===== src/rtl/led_ctrl_pkg.sv =====
// Shared definitions for the LED bank controller.
//   mode_e     : display source selected by the mode FSM (also the encoding on
//                the mode output port).
//   SHIFT_SEED : pattern loaded when the running light starts.
package led_ctrl_pkg;

  typedef enum logic [1:0] {
    MODE_MIRROR = 2'd0,
    MODE_SHIFT  = 2'd1,
    MODE_BLINK  = 2'd2,
    MODE_COUNT  = 2'd3
  } mode_e;

  localparam logic [6:0] SHIFT_SEED = 7'b0000001;

endpackage


===== src/rtl/led_bank_ctrl_sw_debounce.sv =====
// sw_debounce: one asynchronous input bit -> 2-flop synchroniser -> debouncer.
// The debounced value follows the synchronised value only after it has
// disagreed for DB_CYC consecutive cycles; shorter glitches are dropped.
// Ports:
//   clk  in  system clock
//   rst  in  asynchronous active-high reset
//   din  in  raw input, asynchronous to clk
//   dout out debounced value (registered)
module sw_debounce #(
  parameter int DB_CYC = 1000
) (
  input  logic clk,
  input  logic rst,
  input  logic din,
  output logic dout
);

  localparam int CW = $clog2(DB_CYC);

  logic          sync1_q, sync1_d;
  logic          sync2_q, sync2_d;
  logic          db_q, db_d;
  logic [CW-1:0] cnt_q, cnt_d;

  always_comb begin
    sync1_d = din;
    sync2_d = sync1_q;
    db_d    = db_q;
    cnt_d   = '0;
    if (sync2_q != db_q) begin
      if (cnt_q == CW'(DB_CYC - 1)) begin
        db_d = sync2_q;
      end else begin
        cnt_d = cnt_q + 1'b1;
      end
    end
  end

  always_ff @(posedge clk or posedge rst) begin
    if (rst) begin
      sync1_q <= 1'b0;
      sync2_q <= 1'b0;
      db_q    <= 1'b0;
      cnt_q   <= '0;
    end else begin
      sync1_q <= sync1_d;
      sync2_q <= sync2_d;
      db_q    <= db_d;
      cnt_q   <= cnt_d;
    end
  end

  assign dout = db_q;

endmodule


===== src/rtl/led_bank_ctrl.sv =====
// led_bank_ctrl: drives the LED bank from one of four sources chosen by a
// mode button: switch mirror, running light, blink, binary counter.
// Optional feature macro: LED_PWM_EN (registered PWM dimming of the LEDs).
// Ports:
//   clk      in   system clock
//   rst      in   asynchronous active-high reset
//   sw       in   raw switches [SW_W-1:0], asynchronous
//   btn_mode in   raw mode button, asynchronous, active-high
//   led      out  LED drive [SW_W-1:0], registered
//   mode     out  current mode (0 MIRROR, 1 SHIFT, 2 BLINK, 3 COUNT)
//
// Mode FSM:
//   state       | meaning
//   MODE_MIRROR | led follows debounced switches
//   MODE_SHIFT  | single lit LED rotates left once per tick
//   MODE_BLINK  | switches shown / blanked on alternate ticks
//   MODE_COUNT  | binary counter advancing once per tick
module led_bank_ctrl
  import led_ctrl_pkg::*;
#(
  parameter int SW_W     = 7,
  parameter int DB_CYC   = 1000,
  parameter int TICK_DIV = 1000000,
  parameter int PWM_DUTY = 64
) (
  input  logic            clk,
  input  logic            rst,
  input  logic [SW_W-1:0] sw,
  input  logic            btn_mode,
  output logic [SW_W-1:0] led,
  output logic [1:0]      mode
);

  localparam int TW = $clog2(TICK_DIV);

  logic [SW_W:0]   raw_in;
  logic [SW_W:0]   db_out;
  logic [SW_W-1:0] sw_db;
  logic            btn_db;

  assign raw_in = {btn_mode, sw};

  for (genvar i = 0; i <= SW_W; i++) begin : g_db
    sw_debounce #(.DB_CYC(DB_CYC)) u_db (
      .clk  (clk),
      .rst  (rst),
      .din  (raw_in[i]),
      .dout (db_out[i])
    );
  end

  assign sw_db  = db_out[SW_W-1:0];
  assign btn_db = db_out[SW_W];

  mode_e           mode_q, mode_d;
  logic            btn_prev_q, btn_prev_d;
  logic [TW-1:0]   tick_cnt_q, tick_cnt_d;
  logic [SW_W-1:0] shift_q, shift_d;
  logic            blink_on_q, blink_on_d;
  logic [SW_W-1:0] count_q, count_d;
  logic [SW_W-1:0] led_q, led_d;
  logic            press;
  logic            tick;

  always_ff @(posedge clk or posedge rst) begin
    if (rst) begin
      mode_q <= MODE_MIRROR;
    end else begin
      mode_q <= mode_d;
    end
  end

  always_comb begin
    btn_prev_d = btn_db;
    press      = btn_db & ~btn_prev_q;
    tick       = (tick_cnt_q == TW'(TICK_DIV - 1));
    mode_d     = mode_q;
    shift_d    = shift_q;
    blink_on_d = blink_on_q;
    count_d    = count_q;
    tick_cnt_d = tick ? '0 : tick_cnt_q + 1'b1;

    // A press outranks a coincident tick: entry values load and the tick
    // is dropped, so each mode starts from a clean tick period.
    if (press) begin
      tick_cnt_d = '0;
      unique case (mode_q)
        MODE_MIRROR: begin
          mode_d  = MODE_SHIFT;
          shift_d = SW_W'(SHIFT_SEED);
        end
        MODE_SHIFT: begin
          mode_d     = MODE_BLINK;
          blink_on_d = 1'b1;
        end
        MODE_BLINK: begin
          mode_d  = MODE_COUNT;
          count_d = '0;
        end
        MODE_COUNT: mode_d = MODE_MIRROR;
      endcase
    end else if (tick) begin
      unique case (mode_q)
        MODE_MIRROR: ;
        MODE_SHIFT:  shift_d    = {shift_q[SW_W-2:0], shift_q[SW_W-1]};
        MODE_BLINK:  blink_on_d = ~blink_on_q;
        MODE_COUNT:  count_d    = count_q + 1'b1;
      endcase
    end

    // Output follows the next-state values so led and mode change together.
    unique case (mode_d)
      MODE_MIRROR: led_d = sw_db;
      MODE_SHIFT:  led_d = shift_d;
      MODE_BLINK:  led_d = blink_on_d ? sw_db : '0;
      MODE_COUNT:  led_d = count_d;
    endcase
  end

  always_ff @(posedge clk or posedge rst) begin
    if (rst) begin
      btn_prev_q <= 1'b0;
      tick_cnt_q <= '0;
      shift_q    <= '0;
      blink_on_q <= 1'b0;
      count_q    <= '0;
      led_q      <= '0;
    end else begin
      btn_prev_q <= btn_prev_d;
      tick_cnt_q <= tick_cnt_d;
      shift_q    <= shift_d;
      blink_on_q <= blink_on_d;
      count_q    <= count_d;
      led_q      <= led_d;
    end
  end

`ifdef LED_PWM_EN
  logic [7:0]      pwm_cnt_q, pwm_cnt_d;
  logic [SW_W-1:0] led_pwm_q, led_pwm_d;

  always_comb begin
    pwm_cnt_d = pwm_cnt_q + 8'd1;
    led_pwm_d = ({1'b0, pwm_cnt_q} < 9'(PWM_DUTY)) ? led_q : '0;
  end

  always_ff @(posedge clk or posedge rst) begin
    if (rst) begin
      pwm_cnt_q <= '0;
      led_pwm_q <= '0;
    end else begin
      pwm_cnt_q <= pwm_cnt_d;
      led_pwm_q <= led_pwm_d;
    end
  end

  assign led = led_pwm_q;
`else
  assign led = led_q;
`endif

  assign mode = mode_q;

endmodule


===== config.mk =====
export PLATFORM = sky130hd
export DESIGN_NAME = led_bank_ctrl
export DESIGN_NICKNAME = d
export VERILOG_FILES = /design/src/rtl/led_ctrl_pkg.sv /design/src/rtl/led_bank_ctrl_sw_debounce.sv /design/src/rtl/led_bank_ctrl.sv
export SDC_FILE = /design/constraint.sdc
export NUM_CORES = 1
export LEC_CHECK = 0
export ABC_AREA = 1
export CAP_MARGIN = 20
export CORE_MARGIN = 1.5
export CORE_UTILIZATION = 55
export CTS_BUF_LIST = sky130_fd_sc_hd__clkbuf_8
export DETAILED_ROUTE_END_ITERATION = 10
export GPL_ROUTABILITY_DRIVEN = 0
export PLACE_DENSITY = 0.82
export SLEW_MARGIN = 30
export SYNTH_ARGS = -nofsm -noshare
export SYNTH_HDL_FRONTEND = slang
export SYNTH_SLANG_ARGS = --single-unit

===== constraint.sdc =====
create_clock -name clk -period 5.45 [get_ports clk]
set_clock_uncertainty 0.2 [all_clocks]
set_input_delay 0.545 -clock clk [delete_from_list [all_inputs] [get_ports clk]]
set_output_delay 0.545 -clock clk [all_outputs]
set_load 0.1 [all_outputs]

== Word-level counts from Yosys, hierarchy flattened ==
Cells that the tools add are included.

* Bits in read-only memories: 0
* Bits in latches: 0
* Bits in writable memories: 0
* Memories kept: 0
* Word-level logic and storage cells: 119
* Output and inout port bits: 9
* Flip-flop bits (word level): 149
* Bits of input ports: 10

* Multiplexer cells: 34
* Equality and inequality tests: 23
* Multipliers: 0
* Add/subtract/negate cells: 10
* Reductions and logical operators: 10
* Div/mod/pow operators: 0
* Order comparisons: 0
* Bitwise operators: 3
* Shift-type cells: 0

{| class="wikitable"
|+ Operators by type and width
! kind !! number
|-
| $mux 10 || 16
|-
| $add 10x1->10 const B || 8
|-
| $eq 10x10->1 const B || 8
|-
| $mux 7 || 9
|-
| $mux 20 || 2
|-
| $pmux 7 s4 || 1
|-
| $add 20x1->20 const B || 1
|-
| $eq 20x20->1 const B || 1
|-
| $reduce_and 2->1 || 8
|-
| $eq 2x2->1 const B || 4
|-
| $ne 1x1->1 || 8
|-
| $pmux 2 s4 || 1
|-
| $add 7x1->7 const B || 1
|-
| $eq 2x1->1 const B || 2
|-
| $logic_not 2->1 || 2
|-
| $mux 1 || 4
|-
| $mux 2 || 1
|-
| $not 1->1 || 2
|-
| $and 1x1->1 || 1
|}

== Depth between registers and ports, before layout ==
Gate-level depths: netlist of the first run.

* Depth after elaboration: 6
* Mapped depth: 12

== By module ==
From an unflattened synthesis of the first run, not the netlist that was laid out.

* Cells, all modules: 876
* Area total of the unflattened synthesis: 7693.6 sq um

{| class="wikitable"
|+ By module, submodules not included
! module !! seq. area each (sq um) !! area an instance (sq um) !! times used !! cells an instance
|-
| sw_debounce || 325.3 || 615.6 || 8 || 65
|-
| led_bank_ctrl || 1126.1 || 2768.9 || 1 || 356
|}

== Least setup slack after synthesis of the first run ==
OpenSTA, ideal clock, no wires.

* Path kind: register -> register
* From: reg mode_q[1], in the netlist mode[1]
* To: reg led_q[5], in the netlist led[5]
* Arrival time: 2080 ps
* Clock period less this slack: 2410 ps
* Path slack: 3040 ps
* Data required time: 5120 ps
* Cell stages (with the launch flop): 10
* Path through: dfrtp_1 > inv_1 > ha_1 > clkbuf_1 > o21ai_0 > nand4_1 > nand2_1 > nand2_1 > nand3_1 > nand4_1

* Word-level cells in the longest chain between the ends: 6

{| class="wikitable"
|+ Ends and longest elaborated chain
! item !! RTL line !! RTL
|-
| from (decl) || led_bank_ctrl.sv:55 || <nowiki>mode_e mode_q, mode_d;</nowiki>
|-
| from (signal assigned) || led_bank_ctrl.sv:69 || <nowiki>mode_q <= mode_d;</nowiki>
|-
| parallel branches: the longest is 5 deep, another holds $pmux 2 s4 || n/a ||
|-
| $pmux 7 s4 * || led_bank_ctrl.sv:112 || <nowiki>unique case (mode_d)</nowiki>
|-
| via led_d[5] || led_bank_ctrl.sv:61 || <nowiki>logic [SW_W-1:0] led_q, led_d;</nowiki>
|-
| to (signal assigned) || led_bank_ctrl.sv:134 || <nowiki>led_q <= led_d;</nowiki>
|-
| to (decl) || led_bank_ctrl.sv:61 ||
|}

Mark *: on every way through the listed nets, which the timed path passes.
A chain may end at the register's enable or synchronous reset.

== Worst setup path in the final report of the first run ==
* From: reg mode_q[0], in the netlist mode[0]
* To: out mode[0]

{| class="wikitable"
|+ RTL lines
! item !! RTL line !! RTL
|-
| to (decl) || led_bank_ctrl.sv:31 || <nowiki>output logic [1:0] mode</nowiki>
|}

No word-level cell between the ends.

==> metrics.md, run 1 <==
| Metric | Value |
|---|---|
| Post-synth top area cell | `dfrtp_1` |
| RSZ-0062 raised after global routing | `no` |
| Syn Nets | `a little under 900` |
| Area after DPL | `7640 um^2` |
| Die width | `~120 um` |
| Port bufs | `18` |
| Tmin final | `between 2000 and 3000 ps` |
| Clock sink count | `between 100 and 150` |
| Area Growth Syn to Fin | `10.8%` |
| CP bufs+invs | `1` |
| Worst EP required | `~4700 ps` |
| Netlist Area Pre-Place | `7270 um^2` |
| #FFs+latches synth | `about 150` |
| Dpl cells | `between 1,000 and 1,500` |
| Via count of the routed design | `5,648` |
| IO Count | `19` |
| Max Cap Viol | `0` |
| Most frequent cells in the layout | `nand2_1, dfrtp_1, nor2_1` |
| Crit end category | `output pin` |
| Initial antenna violation count | `0` |
| Status | `completed` |
| Final Hold Viols | `0` |
| CTS tree | `yes` |
| RR Endpoint | `led[4]` |
| H-Tree Depth | `4` |
| Initial Utilization | `56.9%` |
| Total Nets Final | `910` |
| First-pass GRT wire length | `24,300 um` |
| Hold Startpoint | `g_db[5].u_db.sync1_q` |
| Postcts setup bufs | `0` |
| Crit. path cell count | `1` |
| Avg WL per Cell | `~13 um` |
| Area contributors post-synth | `dfrtp_1, nand2_1, nor2_1, inv_1, xor2_1` |
| Total wire length | `13,800 um` |
| Slowest stage delay, CP | `about 1200 ps` |
| Total GRT Usage | `21.5%` |
| Share of cells above drive strength 1 | `7.01%` |
| Post-Layout Cell Count | `1,071` |
| Starting DRT DRC Count | `378` |
| DRC errors left | `0` |
| Design area | `a little over 8000 um^2` |
| Seq/Total Area, Yosys | `slightly above 50%` |
| Die H | `118 um` |
| Core Area | `approximately 13,000 um^2` |
| Post-CTS Hold Fix Bufs | `0` |
| Endpoint, Worst Hold | `g_db[5].u_db.sync2_q` |
| Total Die Area | `between 10,000 and 15,000 um^2` |
| Hold_ws | `about 150 ps` |
| Final Max Tran Viols | `0` |
| FF-to-FF Start | `g_db[7].u_db.dout` |
| CP Class | `reg -> out` |
| Synth warn | `0` |
| Total Power | `slightly above 2000 uW` |
| Power density cells | `258 nW/um^2` |
| Fmax achieved | `between 300 and 400 MHz` |
| Worst hold stages | `0` |
| Worst VDD drop | `approximately 230 uV` |
| Synthesized instance count | `about 860` |
| TritonCTS buffer count | `17` |
| # fillers | `around 1,000` |
| CP Data Arrival Time | `2100 ps` |
| Max_slew headroom | `roughly a third` |
| Commonest non-fill, non-tap cell in the layout | `nand2_1` |
| Largest net degree at the start of global routing | `roughly 120` |
| Min-Delay Path Class | `reg -> reg` |
| Clock latency reported for the late side of the worst-skew pair | `about 460 ps` |
| Synth unique cells | `between 40 and 50` |
| Critical path startpoint category | `register` |
| Vias per cell | `5.27` |
| CP delay by family, top | `buffers and inverters` |
| Root Driver | `clkbuf_8` |
| Fin crit share | `about 52%` |
| Slowest cell on crit path | `clkdlybuf4s50_1` |
| CP max FO | `5` |
| Resized Gates After CTS | `0` |
| Fin Setup TNS | `0 ps` |
| ANT cells | `0` |
| Routed Antenna Nets | `0` |
| Synthesized area per cell | `between 8 and 9 um^2` |
| Clock slew at reported path FFs | `80 ps` |
| P_leak | `0.00381 uW` |
| Worst-Margin Slew | `between 900 and 1000 ps` |
| Pre-antenna DRT Iters | `5` |
| HPWL after DPL | `9550 um` |
| Worst Reg-to-Reg Cells | `9` |
| Yosys top cell area share | `between 50% and 60%` |
| CTS Buffer Depth | `2` |
| Reg2Reg Setup Slack | `2780 ps` |
| Cell Rows | `just over 40` |
| Vias in the first global route | `approximately 5,500` |
| Grt ovf | `0` |
| Setup violations, final | `0` |
| Crit-path cells | `clkdlybuf4s50_1` |
## state kept, by name (all words and copies together) (netlist names)
name               cells
g_db.u_db.cnt_q       80
g_db.u_db.dout         8
btn_prev_q             1
count_q                7
mode                   2
tick_cnt_q            20
g_db.u_db.sync1_q      8
shift_q                7
led                    7
blink_on_q             1
g_db.u_db.sync2_q      8
## routing by layer
layer	up-vias	GRT usage, %	wire, um
met4	0	9.07	252
li1	2789	-	-
met2	161	35.1	6650
met3	27	5.09	623
met1	2671	27.6	6280
met5	-	0	0
## synth_stat cells, drive strengths merged
master / count
dfrtp: 149
clkbuf: 3
nor4: 2
nor3: 40
o31a: 1
a21boi: 12
o21ai: 35
o21a: 3
nand3b: 1
a211oi: 1
o21bai: 2
clkinv: 1
a21oi: 24
nand3: 49
nor3b: 5
o41ai: 1
a31o: 3
mux2: 6
nand4: 20
and3: 2
xnor2: 10
nor2: 140
inv: 116
nand2: 171
xor2: 39
ha: 14
buf: 5
o31ai: 1
## worst max path at each step
stage | from | end | slack (ps)
after global placement | rst | g_db[4].u_db.cnt_q[6] | 2980
final | mode[0] | mode[0] | 2600
after floorplan | rst | blink_on_q | 700
after CTS | mode[0] | mode[0] | 2590
after global routing | mode[0] | mode[0] | 2570
after detailed placement | g_db[7].u_db.dout | led[4] | 2840
## cell families after synthesis
kind of cell | Yosys count | share of synthesized area [%]
mux | 6 | 0.930
simple gates | 430 | 26.0
fa+ha+maj | 14 | 2.41
xor+xnor | 49 | 5.91
flops | 149 | 51.3
compound gates | 83 | 6.79
buf+inv | 125 | 6.61
## layout make-up
| class | count | area (um^2) | area share, % |
|---|---|---|---|
| clock buffers | 18 | 248 | 3.08 |
| clock inverters | 14 | 161 | 2.00 |
| inverters | 117 | 448 | 5.56 |
| multi-input cells | 582 | 3060 | 38.1 |
| flip-flops and latches | 149 | 3730 | 46.3 |
| well taps | 172 | 215 | 2.67 |
| repair buffers | 19 | 188 | 2.33 |
## metrics by stage
stage	util (%)	worst slack, ps
final	63.0	2600
after global routing	63.0	2570
after CTS	63.0	2590
after detailed placement	59.8	2840
after global placement	59.8	2980
after floorplan	-	697
## power breakdown
group	internal (uW)	switching, uW
logic	21.2	45.8
clock network	460	412
registers	1120	13.9
total	1610	472
No activity file was read; power rests on OpenSTA's default activity.
==> run 2: changes to the inputs <==
- clock period: 5.45 -> 2.9 ns (I/O delays scaled with it)
==> run 2 against run 1 <==
  * Sequential power up 88%
  * Count of clock-buffer cells in the layout down 1
  * First-iteration DRC count down 27%
  * Combinational power up 96%
  * Utilization down 0.14 points
  * Flip-flop and latch count unchanged
  * Sequential share of layout area up 0.10 points
  * Global-route usage down 1.2 points
  * Worst hold slack worse by 81 ps
  * Die area unchanged
  * Cell count up 0.19%
==> metrics.md, run 2 (same netlist as run 1, synthesis figures left out) <==
| Metric | Value |
|---|---|
| Status | `completed` |
| FF+latch area | `3730 um^2 (unchanged)` |
| Critical path startpoint category | `register` |
| Total GRT Usage | `20.3% (-1.2 points)` |
| CTS tree | `yes` |
| Resized Gates After CTS | `0 (unchanged)` |
| Largest net degree at the start of global routing | `91 (-22%)` |
| Fin Setup TNS | `0 ps (unchanged)` |
| Die H | `118 um (unchanged)` |
| DRC errors left | `0 (unchanged)` |
| Dpl cells | `1,043 (+0.38%)` |
| FF-to-FF Start | `mode[1]` |
| Core Area | `12,800 um^2 (unchanged)` |
| Clock network power share | `40.1% (-1.9 points)` |
| Final Util | `62.9% (-0.14 points)` |
| Via count of the routed design | `5,449 (-3.5%)` |
| CP Class | `reg -> reg` |
| Worst Reg-to-Reg Cells | `10 (+1)` |
| RR Endpoint | `led[3]` |
| Final Hold Viols | `0 (unchanged)` |
| Tmin final | `~2200 ps` |
| Pint | `2910 uW (+81%)` |
| CP Data Arrival Time | `2400 ps (+300 ps)` |
| Sw frac | `23.3% (+0.57 points)` |
| Crit-path cells | `inv_1 -> ha_1 -> inv_1 -> o21bai_1 -> inv_1 -> nand2_1 -> nand2_1 -> o21ai_2 -> nand2_1 -> nand3_1` |
| Most frequent cells in the layout | `nand2_1, dfrtp_1, nor2_1` |
| First-pass GRT wire length | `22,900 um (-5.8%)` |
| Pre-antenna DRT Iters | `5 (unchanged)` |
| ANT cells | `0 (unchanged)` |
| Grt ovf | `0 (unchanged)` |
| P_leak | `0.00383 uW (+0.57%)` |
| Max reg flops | `80 (unchanged)` |
| Combinational Power Share | `3.5% (+0.3 points)` |
| H-Tree Depth | `4 (unchanged)` |
| Worst-Margin Slew | `767 ps (-227 ps)` |
| Worst EP required | `3080 ps (-1620 ps)` |
| Min-Delay Path Class | `in -> reg` |
| Vias in the first global route | `5,334 (-2.9%)` |
| Die width | `118 um (unchanged)` |
| Post-Layout Cell Count | `1,073 (+0.19%)` |
| # fillers | `1,046 (+2.4%)` |
| Total Die Area | `13,900 um^2 (unchanged)` |
| Avg WL per Cell | `12.1 um (-6.2%)` |
| Share of cells above drive strength 1 | `8.10% (+1.1 points)` |
| HPWL after DPL | `9190 um (-3.8%)` |
| Vias per cell | `5.08 (-3.7%)` |
| Flop pwr share | `56.4% (+1.6 points)` |
| Initial antenna violation count | `0 (unchanged)` |
| Reg2Reg Setup Slack | `690 ps (-2090 ps)` |
| RSZ-0062 raised after global routing | `no` |
| Postcts setup bufs | `0 (unchanged)` |
| Hold Startpoint | `sw[4]` |
| Largest regs | `g_db.u_db.cnt_q x80, tick_cnt_q x20` |
| CP max FO | `13 (+8)` |
| Initial Utilization | `56.9% (unchanged)` |
| Max Cap Viol | `0 (unchanged)` |
| TritonCTS buffer count | `17 (unchanged)` |
| Fmax achieved | `about 450 MHz` |
| Commonest non-fill, non-tap cell in the layout | `nand2_1` |
| Endpoint, Worst Hold | `g_db[4].u_db.sync1_q` |
| Final Max Tran Viols | `0 (unchanged)` |
| Clock sink count | `149 (unchanged)` |
| Clock slew at reported path FFs | `80 ps (about the same)` |
| Area Growth Syn to Fin | `10.6%` |
| Routed Antenna Nets | `0 (unchanged)` |
| Clock latency reported for the late side of the worst-skew pair | `450 ps (about the same)` |
| Setup violations, final | `0 (unchanged)` |
| Root Driver | `clkbuf_8` |
| Multi-input gate area in the final layout | `3060 um^2 (-0.25%)` |
| Starting DRT DRC Count | `277 (-27%)` |
| Slowest cell on crit path | `dfrtp_1` |
| Top reg by flops | `g_db.u_db.cnt_q` |
| CTS Buffer Depth | `2 (unchanged)` |
| Port bufs | `18 (unchanged)` |
| Worst VDD drop | `463 uV (+100%)` |
| Power density cells | `472 nW/um^2 (+83%)` |
| Worst hold stages | `1 (+1)` |
| Crit end category | `register` |
| Max_slew headroom | `48.4% (+15 points)` |
| Total wire length | `13,000 um (-6.0%)` |
| Slowest stage delay, CP | `430 ps (-740 ps)` |
| NetSw | `883 uW (+87%)` |
| IO Count | `19 (unchanged)` |
| Total Nets Final | `914 (+0.44%)` |
| Fin crit share | `between 70% and 80%` |
| Post-CTS Hold Fix Bufs | `0 (unchanged)` |
| Cell Rows | `41 (unchanged)` |
## run 2: cell type report
type                       count  share of cell area, %
tap                          172                   2.68
timing repair buffer          23                   2.74
multi-input combinational    582                   38.0
clock inverter                13                   1.70
inverter                     117                   5.53
clock buffer                  17                   2.91
sequential                   149                   46.4
## run 2: how the worst max path moves through the flow
stage               startpoint     end  slack [ps]  depth (start not counted)
floorplan              mode[1]  led[5]         490                          9
global placement       mode[1]  led[3]         730                         10
detailed placement     mode[1]  led[3]         710                         10
CTS                    mode[1]  led[3]         680                         10
global route           mode[1]  led[3]         460                         10
finish                 mode[1]  led[3]         690                         10
## run 2: layer usage
metal	global-route usage, %	routed length (um)	vias to the layer above
met5	0	0	-
met4	8.16	150	0
met3	4.94	432	12
met2	33.3	6360	81
met1	25.9	6030	2554
li1	-	-	2802
## run 2: through the flow
| stage | setup WS, ps | cell area (um^2) | hold WS [ps] | power (uW) |
|---|---|---|---|---|
| after floorplan | 490 | 7270 | 121 | 2260 |
| after global placement | 731 | 7660 | 134 | 2310 |
| after detailed placement | 707 | 7660 | 138 | 2320 |
| after CTS | 683 | 8040 | 43.4 | 3830 |
| after global routing | 461 | 8040 | 37.6 | 3950 |
| final | 686 | 8040 | 69.8 | 3790 |
## run 2: power groups by stage
stage,sequential [uW],clock (uW),combinational (uW)
5_1_grt,2140,1650,157
2_1_floorplan,2180,0,89.6
4_1_cts,2140,1560,137
6_report,2140,1520,131
3_5_place_dp,2180,0,136
3_3_place_gp,2180,0,130
## run 2: worst max-delay path: cells and delay by family (launching register included)
| kind | cells | cell delay, ps |
|---|---|---|
| compound gates | 2 | 400 |
| fa+ha+maj | 1 | 400 |
| buf+inv | 3 | 290 |
| flops | 1 | 430 |
| simple gates | 4 | 430 |
